**src/rtl/fc_seq_ctrl_if.sv**
```systemverilog
// Bundle between fc_seq_ctrl and its neighbours: feature buffer, 3-lane MAC
// and the frame-level decision consumer.
interface fc_seq_ctrl_if #(
    parameter int ADDR_W = 6
);
    logic                 feat_rd;
    logic [ADDR_W-1:0]    feat_addr;
    logic [5:0]           feat_data;
    logic                 mac_clr;
    logic                 mac_en;
    logic [5:0]           mac_lane;
    logic                 mac_done;
    logic signed [9:0]    acc0;
    logic signed [9:0]    acc1;
    // Decision handshake: a transfer happens on a rising edge where vad_valid
    // and vad_ready are both 1; once raised, vad_valid and its payload
    // (vad_flag, vad_score) hold unchanged until that transfer.
    logic                 vad_valid;
    logic                 vad_ready;
    logic                 vad_flag;
    logic signed [10:0]   vad_score;

    modport master (
        output feat_rd, feat_addr, mac_clr, mac_en, mac_lane,
               vad_valid, vad_flag, vad_score,
        input  feat_data, mac_done, acc0, acc1, vad_ready
    );

    modport slave (
        input  feat_rd, feat_addr, mac_clr, mac_en, mac_lane,
               vad_valid, vad_flag, vad_score,
        output feat_data, mac_done, acc0, acc1, vad_ready
    );
endinterface

```
**src/rtl/fc_seq_ctrl.sv**
```systemverilog
// Frame sequencer for the binary FC output layer: clears the MAC, streams
// N_BEATS feature words into it, captures the class sums and hands out a decision.
module fc_seq_ctrl #(
    parameter int N_BEATS = 36,
    parameter int ADDR_W  = 6,
    parameter int TIMEOUT = 8
) (
    input  logic          i_clk,
    input  logic          i_rst_n,
    input  logic          i_start,
    output logic          o_busy,
    output logic          o_err_timeout,
    output logic          o_err_overrun,
    output logic [2:0]    o_state,
    fc_seq_ctrl_if.master bus
);
    localparam int WAIT_W = $clog2(TIMEOUT + 1);

    typedef enum logic [2:0] {
        S_IDLE = 3'd0,
        S_CLR  = 3'd1,
        S_RUN  = 3'd2,
        S_WAIT = 3'd3,
        S_OUT  = 3'd4
    } state_t;

    state_t              r_state;
    state_t              w_state_nxt;
    logic [ADDR_W-1:0]   r_beat;
    logic [ADDR_W-1:0]   w_beat_nxt;
    logic [WAIT_W-1:0]   r_wait;
    logic [WAIT_W-1:0]   w_wait_nxt;
    logic                r_mac_en;
    logic signed [9:0]   r_acc0;
    logic signed [9:0]   r_acc1;
    logic                r_err_timeout;
    logic                r_err_overrun;
    logic                w_feat_rd;
    logic                w_capture;
    logic                w_set_timeout;
    logic                w_accept;

    assign w_accept = (r_state == S_IDLE) && i_start;

    always_comb begin
        w_state_nxt   = r_state;
        w_beat_nxt    = r_beat;
        w_wait_nxt    = r_wait;
        w_feat_rd     = 1'b0;
        w_capture     = 1'b0;
        w_set_timeout = 1'b0;
        case (r_state)
            S_IDLE: begin
                if (i_start) w_state_nxt = S_CLR;
            end
            S_CLR: begin
                w_beat_nxt  = '0;
                w_state_nxt = S_RUN;
            end
            S_RUN: begin
                w_feat_rd = 1'b1;
                if (r_beat == ADDR_W'(N_BEATS - 1)) begin
                    w_wait_nxt  = '0;
                    w_state_nxt = S_WAIT;
                end else begin
                    w_beat_nxt = r_beat + ADDR_W'(1);
                end
            end
            S_WAIT: begin
                // mac_done wins over the timeout on the last allowed cycle
                if (bus.mac_done) begin
                    w_capture   = 1'b1;
                    w_state_nxt = S_OUT;
                end else if (r_wait == WAIT_W'(TIMEOUT - 1)) begin
                    w_set_timeout = 1'b1;
                    w_state_nxt   = S_IDLE;
                end else begin
                    w_wait_nxt = r_wait + WAIT_W'(1);
                end
            end
            S_OUT: begin
                if (bus.vad_ready) w_state_nxt = S_IDLE;
            end
            default: w_state_nxt = S_IDLE;
        endcase
    end

    always_ff @(posedge i_clk) begin
        if (!i_rst_n) begin
            r_state       <= S_IDLE;
            r_beat        <= '0;
            r_wait        <= '0;
            r_mac_en      <= 1'b0;
            r_acc0        <= '0;
            r_acc1        <= '0;
            r_err_timeout <= 1'b0;
            r_err_overrun <= 1'b0;
        end else begin
            r_state  <= w_state_nxt;
            r_beat   <= w_beat_nxt;
            r_wait   <= w_wait_nxt;
            r_mac_en <= w_feat_rd;
            if (w_capture) begin
                r_acc0 <= bus.acc0;
                r_acc1 <= bus.acc1;
            end
            if (w_accept) begin
                r_err_timeout <= 1'b0;
                r_err_overrun <= 1'b0;
            end else begin
                if (w_set_timeout) r_err_timeout <= 1'b1;
                if (i_start) r_err_overrun <= 1'b1;
            end
        end
    end

    // Buffer read data lands one cycle after the strobe, aligned with r_mac_en
    assign bus.feat_rd   = w_feat_rd;
    assign bus.feat_addr = w_feat_rd ? r_beat : '0;
    assign bus.mac_clr   = (r_state == S_CLR);
    assign bus.mac_en    = r_mac_en;
    assign bus.mac_lane  = r_mac_en ? bus.feat_data : 6'd0;
    assign bus.vad_valid = (r_state == S_OUT);
    assign bus.vad_score = {r_acc1[9], r_acc1} - {r_acc0[9], r_acc0};
    assign bus.vad_flag  = (r_acc1 > r_acc0);

    assign o_busy        = (r_state != S_IDLE);
    assign o_err_timeout = r_err_timeout;
    assign o_err_overrun = r_err_overrun;
    assign o_state       = r_state;
endmodule
```
**src/flat_wrapper.sv**
```systemverilog
// flat-port wrapper written by rule: the top's interface ports become plain ports
module fc_seq_ctrl_flat 
#(
    parameter int N_BEATS = 36,
    parameter int ADDR_W  = 6,
    parameter int TIMEOUT = 8
)
  (i_clk, i_rst_n, i_start, o_busy, o_err_timeout, o_err_overrun, o_state, bus_feat_rd, bus_feat_addr, bus_mac_clr, bus_mac_en, bus_mac_lane, bus_vad_valid, bus_vad_flag, bus_vad_score, bus_feat_data, bus_mac_done, bus_acc0, bus_acc1, bus_vad_ready);
  fc_seq_ctrl_if #(.ADDR_W(ADDR_W)) bus_i ();
  input  logic i_clk;
  input  logic i_rst_n;
  input  logic i_start;
  output logic o_busy;
  output logic o_err_timeout;
  output logic o_err_overrun;
  output logic [2:0] o_state;
  output wire logic [$bits(bus_i.feat_rd)-1:0] bus_feat_rd;
  output wire logic [$bits(bus_i.feat_addr)-1:0] bus_feat_addr;
  output wire logic [$bits(bus_i.mac_clr)-1:0] bus_mac_clr;
  output wire logic [$bits(bus_i.mac_en)-1:0] bus_mac_en;
  output wire logic [$bits(bus_i.mac_lane)-1:0] bus_mac_lane;
  output wire logic [$bits(bus_i.vad_valid)-1:0] bus_vad_valid;
  output wire logic [$bits(bus_i.vad_flag)-1:0] bus_vad_flag;
  output wire logic [$bits(bus_i.vad_score)-1:0] bus_vad_score;
  input wire logic [$bits(bus_i.feat_data)-1:0] bus_feat_data;
  input wire logic [$bits(bus_i.mac_done)-1:0] bus_mac_done;
  input wire logic [$bits(bus_i.acc0)-1:0] bus_acc0;
  input wire logic [$bits(bus_i.acc1)-1:0] bus_acc1;
  input wire logic [$bits(bus_i.vad_ready)-1:0] bus_vad_ready;
  assign bus_feat_rd = bus_i.feat_rd;
  assign bus_feat_addr = bus_i.feat_addr;
  assign bus_mac_clr = bus_i.mac_clr;
  assign bus_mac_en = bus_i.mac_en;
  assign bus_mac_lane = bus_i.mac_lane;
  assign bus_vad_valid = bus_i.vad_valid;
  assign bus_vad_flag = bus_i.vad_flag;
  assign bus_vad_score = bus_i.vad_score;
  assign bus_i.feat_data = bus_feat_data;
  assign bus_i.mac_done = bus_mac_done;
  assign bus_i.acc0 = bus_acc0;
  assign bus_i.acc1 = bus_acc1;
  assign bus_i.vad_ready = bus_vad_ready;
  fc_seq_ctrl #(.N_BEATS(N_BEATS), .ADDR_W(ADDR_W), .TIMEOUT(TIMEOUT)) u_core (.i_clk(i_clk), .i_rst_n(i_rst_n), .i_start(i_start), .o_busy(o_busy), .o_err_timeout(o_err_timeout), .o_err_overrun(o_err_overrun), .o_state(o_state), .bus(bus_i));
endmodule
```
**config.mk**
```make
export PLATFORM = sky130hd
export DESIGN_NAME = fc_seq_ctrl_flat
export DESIGN_NICKNAME = d
export VERILOG_FILES = /design/src/rtl/fc_seq_ctrl_if.sv /design/src/rtl/fc_seq_ctrl.sv /design/src/flat_wrapper.sv
export SDC_FILE = /design/constraint.sdc
export NUM_CORES = 1
export LEC_CHECK = 0
export CORE_MARGIN = 2
export CORE_UTILIZATION = 42
export DETAILED_ROUTE_END_ITERATION = 12
export PLACE_DENSITY = 0.83
export REMOVE_ABC_BUFFERS = 1
export SETUP_SLACK_MARGIN = 0.2
export SKIP_LAST_GASP = 1
export SLEW_MARGIN = 20
export SYNTH_ARGS = -nofsm -noshare
export SYNTH_HDL_FRONTEND = slang
export SYNTH_SLANG_ARGS = --single-unit
```
**constraint.sdc**
```tcl
create_clock -name i_clk -period 2.2 [get_ports i_clk]
set_input_delay 0.66 -clock i_clk [delete_from_list [all_inputs] [get_ports i_clk]]
set_output_delay 0.66 -clock i_clk [all_outputs]
set_load 0.01 [all_outputs]
```
==> impl_metrics.env, run 1 <==
export IMPL_insertion_delay_ns=0.29
export IMPL_synth_cells=268
export IMPL_setup_viol=10
export IMPL_status="finished, violations left"
export IMPL_grt_max_degree=22
export IMPL_worst_slew_pin_slew_ns=0.444
export IMPL_failed_checks="setup timing"
export IMPL_initial_core_util=0.438
export IMPL_slew_violations=0
export IMPL_rows=25
export IMPL_endpoint_kind="output pin"
export IMPL_grt_antenna_before_repair=0
export IMPL_cap_viol_max_count=0
export IMPL_synth_top_flop_cell="dfxtp_1"
export IMPL_grt_overflow_total=0
export IMPL_die_x_microns=74.4
export IMPL_fin_nets=416
export IMPL_ant_nets=0
export IMPL_cts_root_buffer="clkbuf_8"
export IMPL_synth_warnings=0
export IMPL_fin_crit_ns=2.63
export IMPL_via_per_inst=5.02
export IMPL_synth_area_sq_um=2080
export IMPL_finalInstanceArea_sq_um=3230
export IMPL_synthArstFlopShare=0
export IMPL_post_drt_wl_per_cell_microns=13.0
export IMPL_cp_start_kind="flop"
export IMPL_final_common_cell="nand2_1"
export IMPL_power_density_nw_per_um2=495
export IMPL_wirelength_mm=5.71
export IMPL_synth_area_leader_cell="dfxtp_1"
export IMPL_finalWorstSetupSlack_ns=-0.426
export IMPL_die_area_sq_um=5540
export IMPL_yosysSeqAreaShare=0.346
export IMPL_syn_area_per_cell_sq_um=7.77
export IMPL_rsz0062_at_grt="yes"
export IMPL_grt_usage=0.212
export IMPL_diodes=0
export IMPL_finalClockSkew_ns=0.00564
export IMPL_relSlewSlack=0.702
export IMPL_holdWs_ns=0.465
export IMPL_cts_max_path_buffers=2
export IMPL_final_hold_violation_count=0
export IMPL_critPathKind="flop to output pin"
export IMPL_crit_fanout=2
export IMPL_yosys_register_bits=36
export IMPL_clk_pin_slew_ns=0.07
export IMPL_numCtsBuffers=5
export IMPL_die_h_microns=74.4
export IMPL_p_leak_uw=0.00148
export IMPL_synth_area_leaders="dfxtp_1 (35%), nand2_1 (9.9%), a21boi_0 (8.3%)"
export IMPL_seqCellArea_sq_um=736
export IMPL_ys_types=41
export IMPL_multi_input_area_sq_um=1360
export IMPL_fillCellCount=407
export IMPL_io_pins=65
export IMPL_peakVddDrop_uv=278
export IMPL_place_gp_congestion=0.902
export IMPL_synth_top_area_frac=0.346
export IMPL_drcViolationCount=0
export IMPL_io_buffers=64
export IMPL_area_growth_pct=54.8
export IMPL_hold_class="flop to flop"
export IMPL_layout_drive_gt1_share=0.319
export IMPL_fmax_mhz=381
export IMPL_coreArea_sq_um=4750
export IMPL_cts_sinks=36
export IMPL_drt_iter0_markers=101
export IMPL_place_area_sq_um=3000
export IMPL_cp_required_ns=1.54
export IMPL_dr_pass1_iters=4
export IMPL_vias=2209
export IMPL_critPathArrivalTime_ns=1.97
export IMPL_tritoncts="done"
export IMPL_grt_pass1_vias=2190
export IMPL_synth_edf_count=0
export IMPL_hpwl_mm=4.04
export IMPL_grt_pass1_wl_mm=9.14
export IMPL_htree_levels=2
export IMPL_finalCritPeriodShare=1.19
export IMPL_layout_common_cells="nand2_1 (54), buf_4 (41), dfxtp_1 (28)"
synth_stat cells (2+ instances only):
master / number
a21oi_1: 11
a211oi_1: 2
clkbuf_1: 8
dfxtp_1: 36
nand2b_1: 2
ha_1: 12
or3_1: 3
nor2_1: 13
xor2_1: 5
buf_2: 4
and3_1: 8
a21o_1: 2
xnor2_1: 6
nand3_1: 8
nand4_1: 5
a21boi_0: 23
o21a_1: 2
nor2b_1: 4
a31oi_1: 3
nand2_1: 55
and2_1: 8
inv_1: 17
nor3_1: 5
o21ai_0: 9
sequential cells by signal, indices dropped and copies added, names as in the netlist:
register	flops
u_core.o_err_overrun	1
u_core.r_wait	4
u_core.r_acc0	10
u_core.bus.mac_en	1
u_core.o_err_timeout	1
u_core.o_state	3
u_core.r_acc1	10
u_core.r_beat	6
where the power goes:
part           internal (uW)  switching (uW)
Clock                    250             238
Combinational            241             188
Sequential               666            13.6
metrics by stage:
step	setup WS [ns]	total power (uW)	setup TNS, ns	instances	utilization
3_5_place_dp	-0.680	1090	-6.36	418	0.632
4_1_cts	-0.450	1590	-3.18	437	0.672
3_3_place_gp	-0.592	1080	-5.62	418	0.632
5_1_grt	-0.547	1680	-4.01	440	0.678
6_report	-0.426	1600	-3.09	440	0.678
2_1_floorplan	-0.137	855	-0.311	256	-
worst max-delay path, stage by stage, from the launching register on:
cell	delay [ns]
dfxtp_2	0.33
inv_2	0.06
ha_4	0.13
inv_2	0.04
fa_2	0.35
nand3_2	0.08
nand2_2	0.06
a21o_1	0.20
a21oi_2	0.15
xnor2_1	0.12
buf_2	0.15
final cells by class:
class | count | area share
inverter | 17 | 0.0198
clock inverter | 2 | 0.00310
clock buffer | 6 | 0.0256
tap | 67 | 0.0260
multi-input combinational | 203 | 0.422
timing repair buffer | 109 | 0.275
sequential | 36 | 0.228
cell families after synthesis:
family	share of synthesized area
compound gates	0.186
xor+xnor	0.0462
fa+ha+maj	0.0817
buf+inv	0.0547
flops	0.346
mux	0.00480
simple gates	0.280
worst paths after layout:
check              startpoint          endpoint  slack (ns)  depth (start not counted)
max          u_core.r_acc1[0]  bus_vad_score[6]       -0.43                         10
min          u_core.r_acc0[5]  u_core.r_acc0[5]        0.46                          2
max reg2reg  u_core.r_beat[0]  u_core.r_wait[3]        0.35                          6
min reg2reg  u_core.r_acc0[5]  u_core.r_acc0[5]        0.46                          2
per-layer routing:
layer / up-vias / track usage / part of all wire
li1: 1114 / - / -
met1: 1008 / 0.234 / 0.41
met2: 74 / 0.383 / 0.51
met3: 13 / 0.0528 / 0.055
met4: 0 / 0.0933 / 0.019
met5: - / 0 / 0
timing repair:
item	CTS	global route
resized for setup	129	28
pin swaps	16	10
setup buffers	11	3
setup endpoints to repair	31	27
hold buffers	0	0
endpoints found under the hold margin	0	0
No activity file was read; power rests on OpenSTA's default activity.
==> run 2: changes to the inputs <==
--- a/config.mk
+++ b/config.mk
@@ -5,10 +5,11 @@
 export SDC_FILE = /design/constraint.sdc
 export NUM_CORES = 1
 export LEC_CHECK = 0
+export ABC_AREA = 1
 export CORE_MARGIN = 2
-export CORE_UTILIZATION = 42
+export CORE_UTILIZATION = 43
 export DETAILED_ROUTE_END_ITERATION = 12
-export PLACE_DENSITY = 0.83
+export PLACE_DENSITY = 0.84
 export REMOVE_ABC_BUFFERS = 1
 export SETUP_SLACK_MARGIN = 0.2
 export SKIP_LAST_GASP = 1
==> run 2 against run 1 <==
  * The flow still finishes with violations (setup timing)
  * Synthesized cell count up 22%
  * Core utilization up 2.4 points
  * Area after synthesis up 3.5%
  * Count of clock-buffer cells in the layout up 1
  * Worst setup slack better by 0.11 ns
  * Power up 14%
  * Clock skew down 0.0036 ns
  * Critical path depth unchanged
  * Combinational power up 14%
  * Wire length up 14%
  * Clock power up 31%
  * Sequential cell count unchanged
  * Critical endpoint is now bus_vad_score[10]
  * Largest cell class unchanged
==> impl_metrics.env, run 2 <==
export IMPL_die_area_sq_um=5600
export IMPL_die_x_microns=74.8
export IMPL_finalCritPeriodShare=1.14
export IMPL_failed_checks="setup timing"
export IMPL_synth_cells=327
export IMPL_fmax_mhz=398
export IMPL_fillCellCount=400
export IMPL_htree_levels=2
export IMPL_final_common_cell="nand2_1"
export IMPL_p_sw_uw=520
export IMPL_setup_tns_ns=-2.55
export IMPL_grt_overflow_total=0
export IMPL_hold_start="u_core.o_err_timeout"
export IMPL_worst_slew_pin_slew_ns=0.286
export IMPL_dr_pass1_iters=4
export IMPL_grt_antenna_before_repair=0
export IMPL_synth_warnings=0
export IMPL_final_cells=497
export IMPL_crit_reg2reg_launch="u_core.r_beat[0]"
export IMPL_drcViolationCount=0
export IMPL_synth_area_sq_um=2160
export IMPL_worstReg2RegEnd="u_core.r_beat[5]"
export IMPL_cts_max_path_buffers=2
export IMPL_diodes=0
export IMPL_layout_drive_gt1_share=0.279
export IMPL_hold_class="flop to flop"
export IMPL_endpoint_kind="output pin"
export IMPL_clk_pin_slew_ns=0.07
export IMPL_wirelength_mm=6.50
export IMPL_synth_top_flop_cell="dfxtp_1"
export IMPL_finalWorstSetupSlack_ns=-0.313
export IMPL_status="finished, violations left"
export IMPL_top_regs="u_core.r_acc0 x10, u_core.r_acc1 x10, u_core.r_beat x6"
export IMPL_vias=2509
export IMPL_reg2reg_slack_ns=0.62
export IMPL_hpwl_mm=4.24
export IMPL_area_growth_pct=55.9
export IMPL_pwr_share_clk=0.349
export IMPL_cts_root_buffer="clkbuf_8"
export IMPL_internal_power_uw=1300
export IMPL_grt_max_degree=15
export IMPL_power_density_nw_per_um2=543
export IMPL_hold_path_cell_count=2
export IMPL_critPathArrivalTime_ns=1.85
export IMPL_rows=25
export IMPL_ctsHoldBuffers=0
export IMPL_synth_edf_count=0
export IMPL_peakVddDrop_uv=422
export IMPL_netlist_top_cells_count="nand2_1 (84), inv_1 (50), a21oi_1 (41)"
export IMPL_rsz0062_at_grt="yes"
export IMPL_fin_nets=473
export IMPL_grt_pass1_vias=2463
export IMPL_layout_common_cells="nand2_1 (79), inv_1 (45), a21oi_1 (38)"
export IMPL_cp_start_kind="flop"
export IMPL_numCtsBuffers=5
export IMPL_syn_area_per_cell_sq_um=6.59
export IMPL_synth_area_leader_cell="dfxtp_1"
export IMPL_r2r_cells=6
export IMPL_via_per_inst=5.05
export IMPL_tritoncts="done"
export IMPL_ys_types=29
export IMPL_yosysSeqAreaShare=0.334
export IMPL_synth_most_common_cell="nand2_1"
export IMPL_final_hold_violation_count=0
export IMPL_cts_sinks=36
export IMPL_critPathMaxStageDelay_ns=0.35
export IMPL_critPathKind="flop to output pin"
export IMPL_worstHoldEndpoint="u_core.o_err_timeout"
export IMPL_path_buf_inv=3
export IMPL_path_cells="inv_2 > ha_4 > inv_4 > fa_2 > nand3_2 > nand2_2 > nand2_2 > a21oi_1 > o21ai_1 > buf_2"
export IMPL_yosys_register_bits=36
export IMPL_p_leak_uw=0.00161
export IMPL_slew_violations=0
export IMPL_io_pins=65
export IMPL_initial_core_util=0.450
export IMPL_drt_iter0_markers=133
export IMPL_dpl_cell_count=479
export IMPL_grt_usage=0.236
export IMPL_fin_crit_ns=2.51
export IMPL_ant_nets=0
export IMPL_seqPwrFrac=0.382
export IMPL_switching_share=0.285
export IMPL_pwr_share_comb=0.269
export IMPL_synth_top_area_frac=0.334
export IMPL_cp_required_ns=1.54
export IMPL_synthArstFlopShare=0
export IMPL_slowest_stage="fa_2"
export IMPL_relSlewSlack=0.809
export IMPL_post_drt_wl_per_cell_microns=13.1
export IMPL_finalClockSkew_ns=0.00202
export IMPL_coreArea_sq_um=4790
export IMPL_setup_viol=10
export IMPL_insertion_delay_ns=0.29
export IMPL_crit_fanout=3
export IMPL_die_h_microns=74.8
export IMPL_grt_pass1_wl_mm=10.2
export IMPL_synth_area_leaders="dfxtp_1 (33%), nand2_1 (15%), a21oi_1 (9.5%)"
export IMPL_place_gp_congestion=0.904
export IMPL_crit_top_cell="nand2_2"
export IMPL_io_buffers=64
export IMPL_final_util=0.702
export IMPL_cp_top_family="adder cells"
export IMPL_cap_viol_max_count=0
## run 2: worst min-delay path: cells and delay by family (launching register included)
kind / cells / cell delay [ns]
buf+inv: 1 / 0.05
compound gates: 1 / 0.05
flops: 1 / 0.32
## run 2: layout make-up
| cell class | instances | area (sq um) | share of cell area |
|---|---|---|---|
| inverter | 55 | 213 | 0.0633 |
| timing repair buffer | 101 | 841 | 0.250 |
| multi-input combinational | 230 | 1360 | 0.404 |
| clock inverter | 1 | 30.0 | 0.00893 |
| clock buffer | 7 | 96.3 | 0.0287 |
| tap | 67 | 83.8 | 0.0249 |
| sequential | 36 | 739 | 0.220 |
## run 2: kinds of logic (layout without fill, tap and decap cells)
kind of cell / after synthesis / after routing / share of synthesized area
buf+inv: 61 / 164 / 0.117
xor+xnor: 7 / 7 / 0.0284
simple gates: 152 / 152 / 0.301
compound gates: 58 / 58 / 0.140
flops: 36 / 36 / 0.334
fa+ha+maj: 13 / 13 / 0.0789
## run 2: power groups by stage
| stage | Clock (uW) | Combinational [uW] | Sequential (uW) |
|---|---|---|---|
| detailed placement | 0 | 483 | 709 |
| global route | 684 | 534 | 699 |
| CTS | 655 | 461 | 696 |
| finish | 637 | 490 | 697 |
| floorplan | 0 | 233 | 709 |
| global placement | 0 | 476 | 708 |
## run 2: through the flow
| step | area, sq um | hold slack (ns) | worst slack, ns | power (uW) |
|---|---|---|---|---|
| after floorplan | 2110 | 0.433 | 0.0425 | 941 |
| after global placement | 3040 | 0.438 | -0.393 | 1180 |
| after detailed placement | 3040 | 0.446 | -0.462 | 1190 |
| after CTS | 3300 | 0.460 | -0.273 | 1810 |
| after global routing | 3360 | 0.479 | -0.410 | 1920 |
| final | 3360 | 0.457 | -0.313 | 1820 |
## run 2: worst max path at each step
stage	startpoint	endpoint	slack, ns	depth (start not counted)
floorplan	u_core.r_acc1[0]	bus_vad_score[10]	0.04	9
global placement	u_core.r_acc1[0]	bus_vad_score[10]	-0.39	10
detailed placement	u_core.r_acc1[0]	bus_vad_score[10]	-0.46	10
CTS	u_core.r_acc1[0]	bus_vad_score[8]	-0.27	10
global route	u_core.r_acc1[0]	bus_vad_score[10]	-0.41	10
finish	u_core.r_acc1[0]	bus_vad_score[10]	-0.31	10
## run 2: repair_timing
item / 4_1_cts / 5_1_grt
gates resized for setup: 119 / 35
endpoints found under the setup margin: 32 / 26
pin swaps: 14 / 14
buffers inserted: 7 / 3
## run 2: per-layer routing
layer  GRT usage  share of wire  vias up
met5           0              0        -
met4      0.0992          0.016        0
met3      0.0442          0.053       12
met2       0.449           0.53       94
met1       0.252           0.40     1162
li1            -              -     1241
